### src/rtl/rv32m_pkg.sv
// rtl/rv32m_pkg.sv - shared RV32M types and constants for the multiply/divide units
package rv32m_pkg;

   // Multiplier sequencing: load, N shift-add steps, one sign fix-up, hold.
   typedef enum logic [1:0] {
      IDLE   = 2'd0,
      MULT   = 2'd1,
      ADJUST = 2'd2,
      DONE   = 2'd3
   } mult_state_t;

   // Bit positions inside is_signed.
   localparam int SIGN_A_BIT = 1;
   localparam int SIGN_B_BIT = 0;

   // Signedness encodings shared with the M-unit wrapper.
   localparam logic [1:0] SIGNED_SS = 2'b11;
   localparam logic [1:0] SIGNED_SU = 2'b10;
   localparam logic [1:0] SIGNED_UU = 2'b00;

endpackage

### src/rtl/shift_add_multiplier_twos_magnitude.sv
// rtl/shift_add_multiplier_twos_magnitude.sv - W-bit conditional two's-complement negate
module twos_magnitude #(
   parameter int N = 32
) (
   input  logic [N-1:0] in,
   input  logic         neg,
   output logic [N-1:0] out
);

   // Negate when requested; the most negative value maps onto itself,
   // which reads correctly as an unsigned magnitude.
   always_comb begin
      out = in;
      if (neg) begin
         out = (~in) + N'(1);
      end
   end

endmodule

### src/rtl/shift_add_multiplier.sv
// rtl/shift_add_multiplier.sv - radix-2 sequential NxN multiplier with full 2N-bit product
module shift_add_multiplier
   import rv32m_pkg::*;
#(
   parameter int N = 32
) (
   input  logic           CLK,
   input  logic           RST,
   input  logic [N-1:0]   multiplicand,
   input  logic [N-1:0]   multiplier,
   input  logic [1:0]     is_signed,
   input  logic           start,
   output logic [2*N-1:0] product,
   output logic           finished
);

   localparam int CW = $clog2(N) + 1;

   mult_state_t    state;
   logic [2*N:0]   acc;
   logic [N-1:0]   a_mag;
   logic           neg_result;
   logic [CW-1:0]  counter;

   logic           a_neg;
   logic           b_neg;
   logic [N-1:0]   a_mag_in;
   logic [N-1:0]   b_mag_in;
   logic [N:0]     addend;
   logic [N:0]     sum;
   logic [2*N:0]   acc_shift;
   logic [2*N-1:0] product_fix;

   assign a_neg = is_signed[SIGN_A_BIT] & multiplicand[N-1];
   assign b_neg = is_signed[SIGN_B_BIT] & multiplier[N-1];

   twos_magnitude #(.N(N)) u_mag_a (
      .in  (multiplicand),
      .neg (a_neg),
      .out (a_mag_in)
   );

   twos_magnitude #(.N(N)) u_mag_b (
      .in  (multiplier),
      .neg (b_neg),
      .out (b_mag_in)
   );

   twos_magnitude #(.N(2*N)) u_fix (
      .in  (acc[2*N-1:0]),
      .neg (neg_result),
      .out (product_fix)
   );

   // One shift-add step: conditional add into the upper half (carry kept), then shift right.
   always_comb begin
      addend    = acc[0] ? {1'b0, a_mag} : '0;
      sum       = acc[2*N:N] + addend;
      acc_shift = {1'b0, sum, acc[N-1:1]};
   end

   // Sequencer: start always wins and reloads; otherwise step through MULT and ADJUST.
   always_ff @(posedge CLK or posedge RST) begin
      if (RST) begin
         state      <= IDLE;
         acc        <= '0;
         a_mag      <= '0;
         neg_result <= 1'b0;
         counter    <= CW'(N);
         product    <= '0;
         finished   <= 1'b0;
      end else if (start) begin
         state      <= MULT;
         acc        <= {{(N+1){1'b0}}, b_mag_in};
         a_mag      <= a_mag_in;
         neg_result <= a_neg ^ b_neg;
         counter    <= CW'(N);
         finished   <= 1'b0;
      end else begin
         case (state)
            MULT: begin
               acc     <= acc_shift;
               counter <= counter - CW'(1);
               if (counter == CW'(1)) begin
                  state <= ADJUST;
               end
            end
            ADJUST: begin
               product  <= product_fix;
               finished <= 1'b1;
               state    <= DONE;
            end
            default: begin
            end
         endcase
      end
   end

endmodule

### config.mk
export PLATFORM = sky130hd
export DESIGN_NAME = shift_add_multiplier
export DESIGN_NICKNAME = d
export VERILOG_FILES = /design/src/rtl/rv32m_pkg.sv /design/src/rtl/shift_add_multiplier_twos_magnitude.sv /design/src/rtl/shift_add_multiplier.sv
export SDC_FILE = /design/constraint.sdc
export NUM_CORES = 1
export LEC_CHECK = 0
export CORE_ASPECT_RATIO = 1.4
export CORE_UTILIZATION = 34
export DETAILED_ROUTE_END_ITERATION = 8
export PLACE_DENSITY = 0.59
export SKIP_LAST_GASP = 1
export SLEW_MARGIN = 0
export SYNTH_ARGS = -nofsm -noshare
export SYNTH_HDL_FRONTEND = slang
export SYNTH_SLANG_ARGS = --single-unit
### constraint.sdc
create_clock -name CLK -period 5.3 [get_ports CLK]
set_input_delay 1.06 -clock CLK [delete_from_list [all_inputs] [get_ports CLK]]
set_output_delay 1.06 -clock CLK [all_outputs]
set_load 0.005 [all_outputs]
* Word-level counts from Yosys, hierarchy flattened
Index checks and enable logic that the tools add are counted. W data, S select, Z words.
Storage, ports and cells: register bits 171, input bits 69, word-level logic and storage cells 41
Cells by class: add/sub/neg operators 5, equal/unequal tests 4, mux-type cells 13, bitwise gates (word level) 7, reduce and logical (&&, ||, !) cells 5
Operator list (number):
- $mux W65 | 2
- $mux W32 | 3
- $add A32 B1 Y32 const B | 2
- $add A64 B1 Y64 const B | 1
- $mux W64 | 1
- $not A32 Y32 | 2
- $not A64 Y64 | 1
- $add A33 B32 Y33 | 1
- $mux W6 | 2
- $eq A6 B1 Y1 const B | 1
- $sub A6 B1 Y6 const B | 1
- $mux W2 | 2
- $pmux W2 S2 | 1
- $reduce_and A2 Y1 | 2
- $reduce_bool A2 Y1 | 2
- $ne A3 B3 Y1 const B | 1
- $reduce_bool A3 Y1 | 1
- $and A1 B1 Y1 | 2
- $eq A2 B1 Y1 const B | 1
- $eq A2 B2 Y1 const B | 1
- $mux W1 | 2
- $not A1 Y1 | 1
- $xor A1 B1 Y1 | 1

* Longest topological paths before layout
depth after elaboration 4, gate-level depth with buffers 14, depth with buffers taken out 13

* Cells and area by module
A second synthesis with hierarchy kept.
Unflattened totals: cell total of the unflattened synthesis 1213, area, all modules 11935.2 sq um
By module, submodules not included:
- shift_add_multiplier | instances 1, cells an instance 809, area each 8732.1 sq um
- twos_magnitude (u_fix) | instances 1, cells an instance 206, area each 1649.1 sq um
- twos_magnitude (u_mag_a ...) | instances 2, cells an instance 99, area each 777.0 sq um

* Least setup slack after synthesis
No wires, ideal clock.
kind input port to flip-flop, start input port multiplier[19], end register acc[30], setup time 133 ps, arrival time 3289 ps, required time 5167 ps, setup slack 1878 ps, cell stages on the path 9, buffers on the path 0, cells stage by stage or4_1 > or3_1 > or4_1 > or3_1 > nor4_1 > o21ai_0 > xor2_1 > nand2_1 > o21ai_0
Between the ends: longest elaborated chain between the ends 4
RTL lines:
- start, declared | RTL line shift_add_multiplier.sv:10 | input logic [N-1:0] multiplier,
- $not A32 Y32 | RTL line shift_add_multiplier_twos_magnitude.sv:15 | out = (~in) + N'(1);
- $add A32 B1 Y32 | RTL line shift_add_multiplier_twos_magnitude.sv:15
- $mux W32 | RTL line shift_add_multiplier_twos_magnitude.sv:14 | if (neg) begin
- $mux W65 | RTL line shift_add_multiplier.sv:72 | end else if (start) begin
- end signal, assigned | RTL line shift_add_multiplier.sv:74 | acc <= {{(N+1){1'b0}}, b_mag_in};
- end signal, assigned | RTL line shift_add_multiplier.sv:82 | acc <= acc_shift;
- end, declared | RTL line shift_add_multiplier.sv:20 | logic [2*N:0] acc;
Every way passes these cells. A chain may end at the register's enable or synchronous reset.

* Final worst setup path
start input port multiplier[17], end register acc[30]
Same word-level chain as after synthesis.

==> flow_summary_export.csv <==
group,metric,value,unit
cells_and_area,diodes,0,
global_route,grtUsageTotal,0.176,
timing,min_period,3.69,ns
cells_and_area,area_growth,20.9,%
clock_network,clk_latency,0.43,ns
worst_setup_path,r2r-end,"acc[63]",
die,initial_core_util,0.346,
place,dp_hpwl,20400,um
timing,drv_slew,0,
worst_setup_path,r2r_slack,1.62,ns
place,dpl_cell_area,0.0126,sq mm
yosys,synthTopCellsByCount,"dfrtp_1, a21oi_1, nor2_1",
worst_setup_path,crit_path_start,"multiplier[17]",
worst_setup_path,cp_cell_sequence,"clkdlybuf4s50_1 > or4_1 > or3_1 > or4_1 > or3_1 > nor4_1 > o21ai_0 > xor2_1 > nand2_1 > o21ai_0",
worst_setup_path,crit_fanout,4,
run_status,status,"finished, final reports clean",
worst_setup_path,reg2reg_from,"acc[0]",
worst_setup_path,crit_end,"acc[30]",
yosys,synth.most_common_cell,"dfrtp_1",
route,routedWlPerCell,15.8,um
power_and_ir_drop,power_switching,1.93,mW
route,drtAntennaViolNets,0,
global_route,antenna_found_initial,0,
timing,tightest_slew,1.08,ns
worst_hold_path,hold_class,"flop to flop",
clock_network,cts-root-buf,"clkbuf_16",
global_route,grt_pass1_vias,9027,
cells_and_area,regArea,0.00426,sq mm
yosys,async_reset_ff_frac,1.00,
place,io_buffers,133,
timing,worst_clock_skew,0.0103,ns
worst_setup_path,crit_required,5.60,ns
clock_network,clkTransAtPathRegs,0.07,ns
flow_run,maxCapViolCount,0,
place,gp_congestion,0.870,
clock_network,numClockSinks,170,
route,viasPerCell,5.23,
clock_network,cts_setup_buffers,0,
yosys,synth_edf_count,0,
place,pre_cts_ws,1.20,ns
timing,slew-limit-headroom,0.283,
power_and_ir_drop,ir_drop,208,uV
global_route,grt_overflow,0,
yosys,yosysTopAreaCell,"dfrtp_1",
clock_network,cts_buffer_depth,2,
die,io_pins,134,
yosys,synth_area_per_cell,8.56,sq um
place,dp.cells,1753,
route,drtIter0Drc,460,
yosys,synth-main-ff-cell,"dfrtp_1",
clock_network,cts_tree,"built",
yosys,ys_top_cells_by_area,"dfrtp_1, xor2_1, a21oi_1",
clock_network,cts.htree.levels,4,
timing,finalSetupViolations,0,
power_and_ir_drop,switching_share,0.377,
yosys,syn_area,0.0109,sq mm
die,fp.coreArea,0.0316,sq mm
cells_and_area,multi_input_area,0.00631,sq mm
worst_setup_path,r2r_cells,13,
power_and_ir_drop,p_per_area,386,mW/mm^2
timing,finalHoldWorstSlack,0.508,ns
power_and_ir_drop,power.internal,3.18,mW
global_route,gr-usage-met3,0.0253,
power_and_ir_drop,power,5.10,mW
yosys,synth.distinct_cells,60,
timing,hold_violations,0,
route,route.vias.total,9329,
yosys,synthCells,1278,
power_and_ir_drop,p_clk_frac,0.255,
yosys,ys_ff_latch,170,
worst_setup_path,startpoint_type,"primary input",
power_and_ir_drop,p_leak,5.69,nW
cells_and_area,final_cells,1785,
worst_hold_path,hold_depth,1,
cells_and_area,drive_above_1_share,0.0496,
global_route,use_met2,0.299,
worst_setup_path,crit_type,"primary input to flop",
timing,rsz0062_at_grt,"false",
power_and_ir_drop,p_seq_frac,0.366,
cells_and_area,fill_cells,3186,
worst_setup_path,end_kind,"flop",
clock_network,numCtsBuffers,17,
global_route,grt_pass1_wl,46900,um
worst_setup_path,arrival,3.99,ns
route,drc,0,
route,drt_first_pass_iters,5,
die,die-area,0.0329,sq mm
cells_and_area,nets,1484,
die,dieHeight,214,um
timing,period_share,0.696,
global_route,use_met1,0.231,
clock_network,postCtsHoldBufs,0,
die,fp-row-count,77,
power_and_ir_drop,p_comb_frac,0.379,
route,drt-total-wl,28200,um
worst_setup_path,cp_slowest_stage_delay,0.58,ns
timing,clock.fmax,271,MHz
timing,setup_tns,0,ns
global_route,grt_busiest_layer,"met2",
cells_and_area,fin_util,0.419,
cells_and_area,fin_area,0.0132,sq mm
worst_setup_path,cp_slowest_cell,"or4_1",
global_route,grt_max_degree,171,
yosys,ys_seq_area_frac,0.389,
die,die_x,154,um
clock_network,cts_resized,0,
yosys,synth_fp_nets,1385,
yosys,synth_top_area_frac,0.386,
timing,worst_slack,1.61,ns
yosys,yosys_warnings,0,
[power by group through the flow]
stage	clock network, mW	registers (mW)	logic [mW]
2_1_floorplan	0	1.77	1.49
3_3_place_gp	0	1.88	1.91
3_5_place_dp	0	1.89	1.93
4_1_cts	1.33	1.87	1.94
5_1_grt	1.38	1.91	2.18
6_report	1.30	1.87	1.93
[registers in the layout (all words and copies together) (netlist names)]
| signal | flops |
|---|---|
| counter | 6 |
| finished | 1 |
| state | 2 |
| neg_result | 1 |
| product | 64 |
| acc | 64 |
| a_mag | 32 |
[placed cells by master, fill, tap and decap left out, drive strengths merged, types with 4 or more instances in the layout]
cell type	netlist	routed
mux2	7	7
a21o	15	15
nand2b	17	17
or3	21	21
clkbuf	57	18
xnor2	57	57
mux2i	30	30
o31ai	24	24
and2	35	35
dfrtp	169	169
buf	6	13
o41ai	12	12
nand2	129	129
ha	37	37
xor2	91	91
o21bai	5	5
nand3	12	12
a22o	6	6
nor2b	8	8
inv	28	28
nand4b	4	4
a21oi	158	158
clkinv	0	8
nand3b	7	7
a211oi	8	8
or4	11	11
nor4	13	13
o21a	4	4
nor2	151	151
nor3	21	21
clkdlybuf4s50	0	132
a31oi	8	8
o21ai	96	96
nor3b	5	5
[worst min-delay path by stage]
stage                     from         end  slack (ns)
floorplan             a_mag[0]    a_mag[0]        0.47
global placement      finished    finished        0.49
detailed placement    finished    finished        0.49
CTS                   finished    finished        0.51
global route        product[0]  product[0]        0.54
finish               a_mag[30]   a_mag[30]        0.51
[worst max-delay path: cells and delay by family]
kind,cells,cell delay (ns)
buffers and inverters,1,0.47
XOR/XNOR,1,0.20
AND/OR/NAND/NOR,6,2.05
AO/OA/AOI/OAI,2,0.22
[area by class of cell]
type / count / share of cell area
Multi-Input combinational cell: 1015 / 0.477
Sequential cell: 170 / 0.322
Timing Repair Buffer: 145 / 0.109
Tap cell: 395 / 0.0374
Clock buffer: 18 / 0.0332
Clock inverter: 14 / 0.0131
Inverter: 28 / 0.00823
[metal layers]
| layer | up-vias | share of wire |
|---|---|---|
| li1 | 4677 | - |
| met1 | 4425 | 0.47 |
| met2 | 201 | 0.48 |
| met3 | 26 | 0.038 |
| met4 | 0 | 0.015 |
| met5 | - | 0 |
[kinds of logic (layout without fill, tap and decap cells)]
group                    count (synthesis)  count (layout)  synth area share
buffers and inverters                   93             205            0.0351
XOR/XNOR                               148             148             0.118
AND/OR/NAND/NOR                        441             441             0.192
multiplexers                            37              37            0.0346
AO/OA/AOI/OAI                          351             351             0.187
flip-flops                             170             170             0.389
adder cells (fa/ha/maj)                 38              38            0.0441
(Power assumes the default switching activity.)
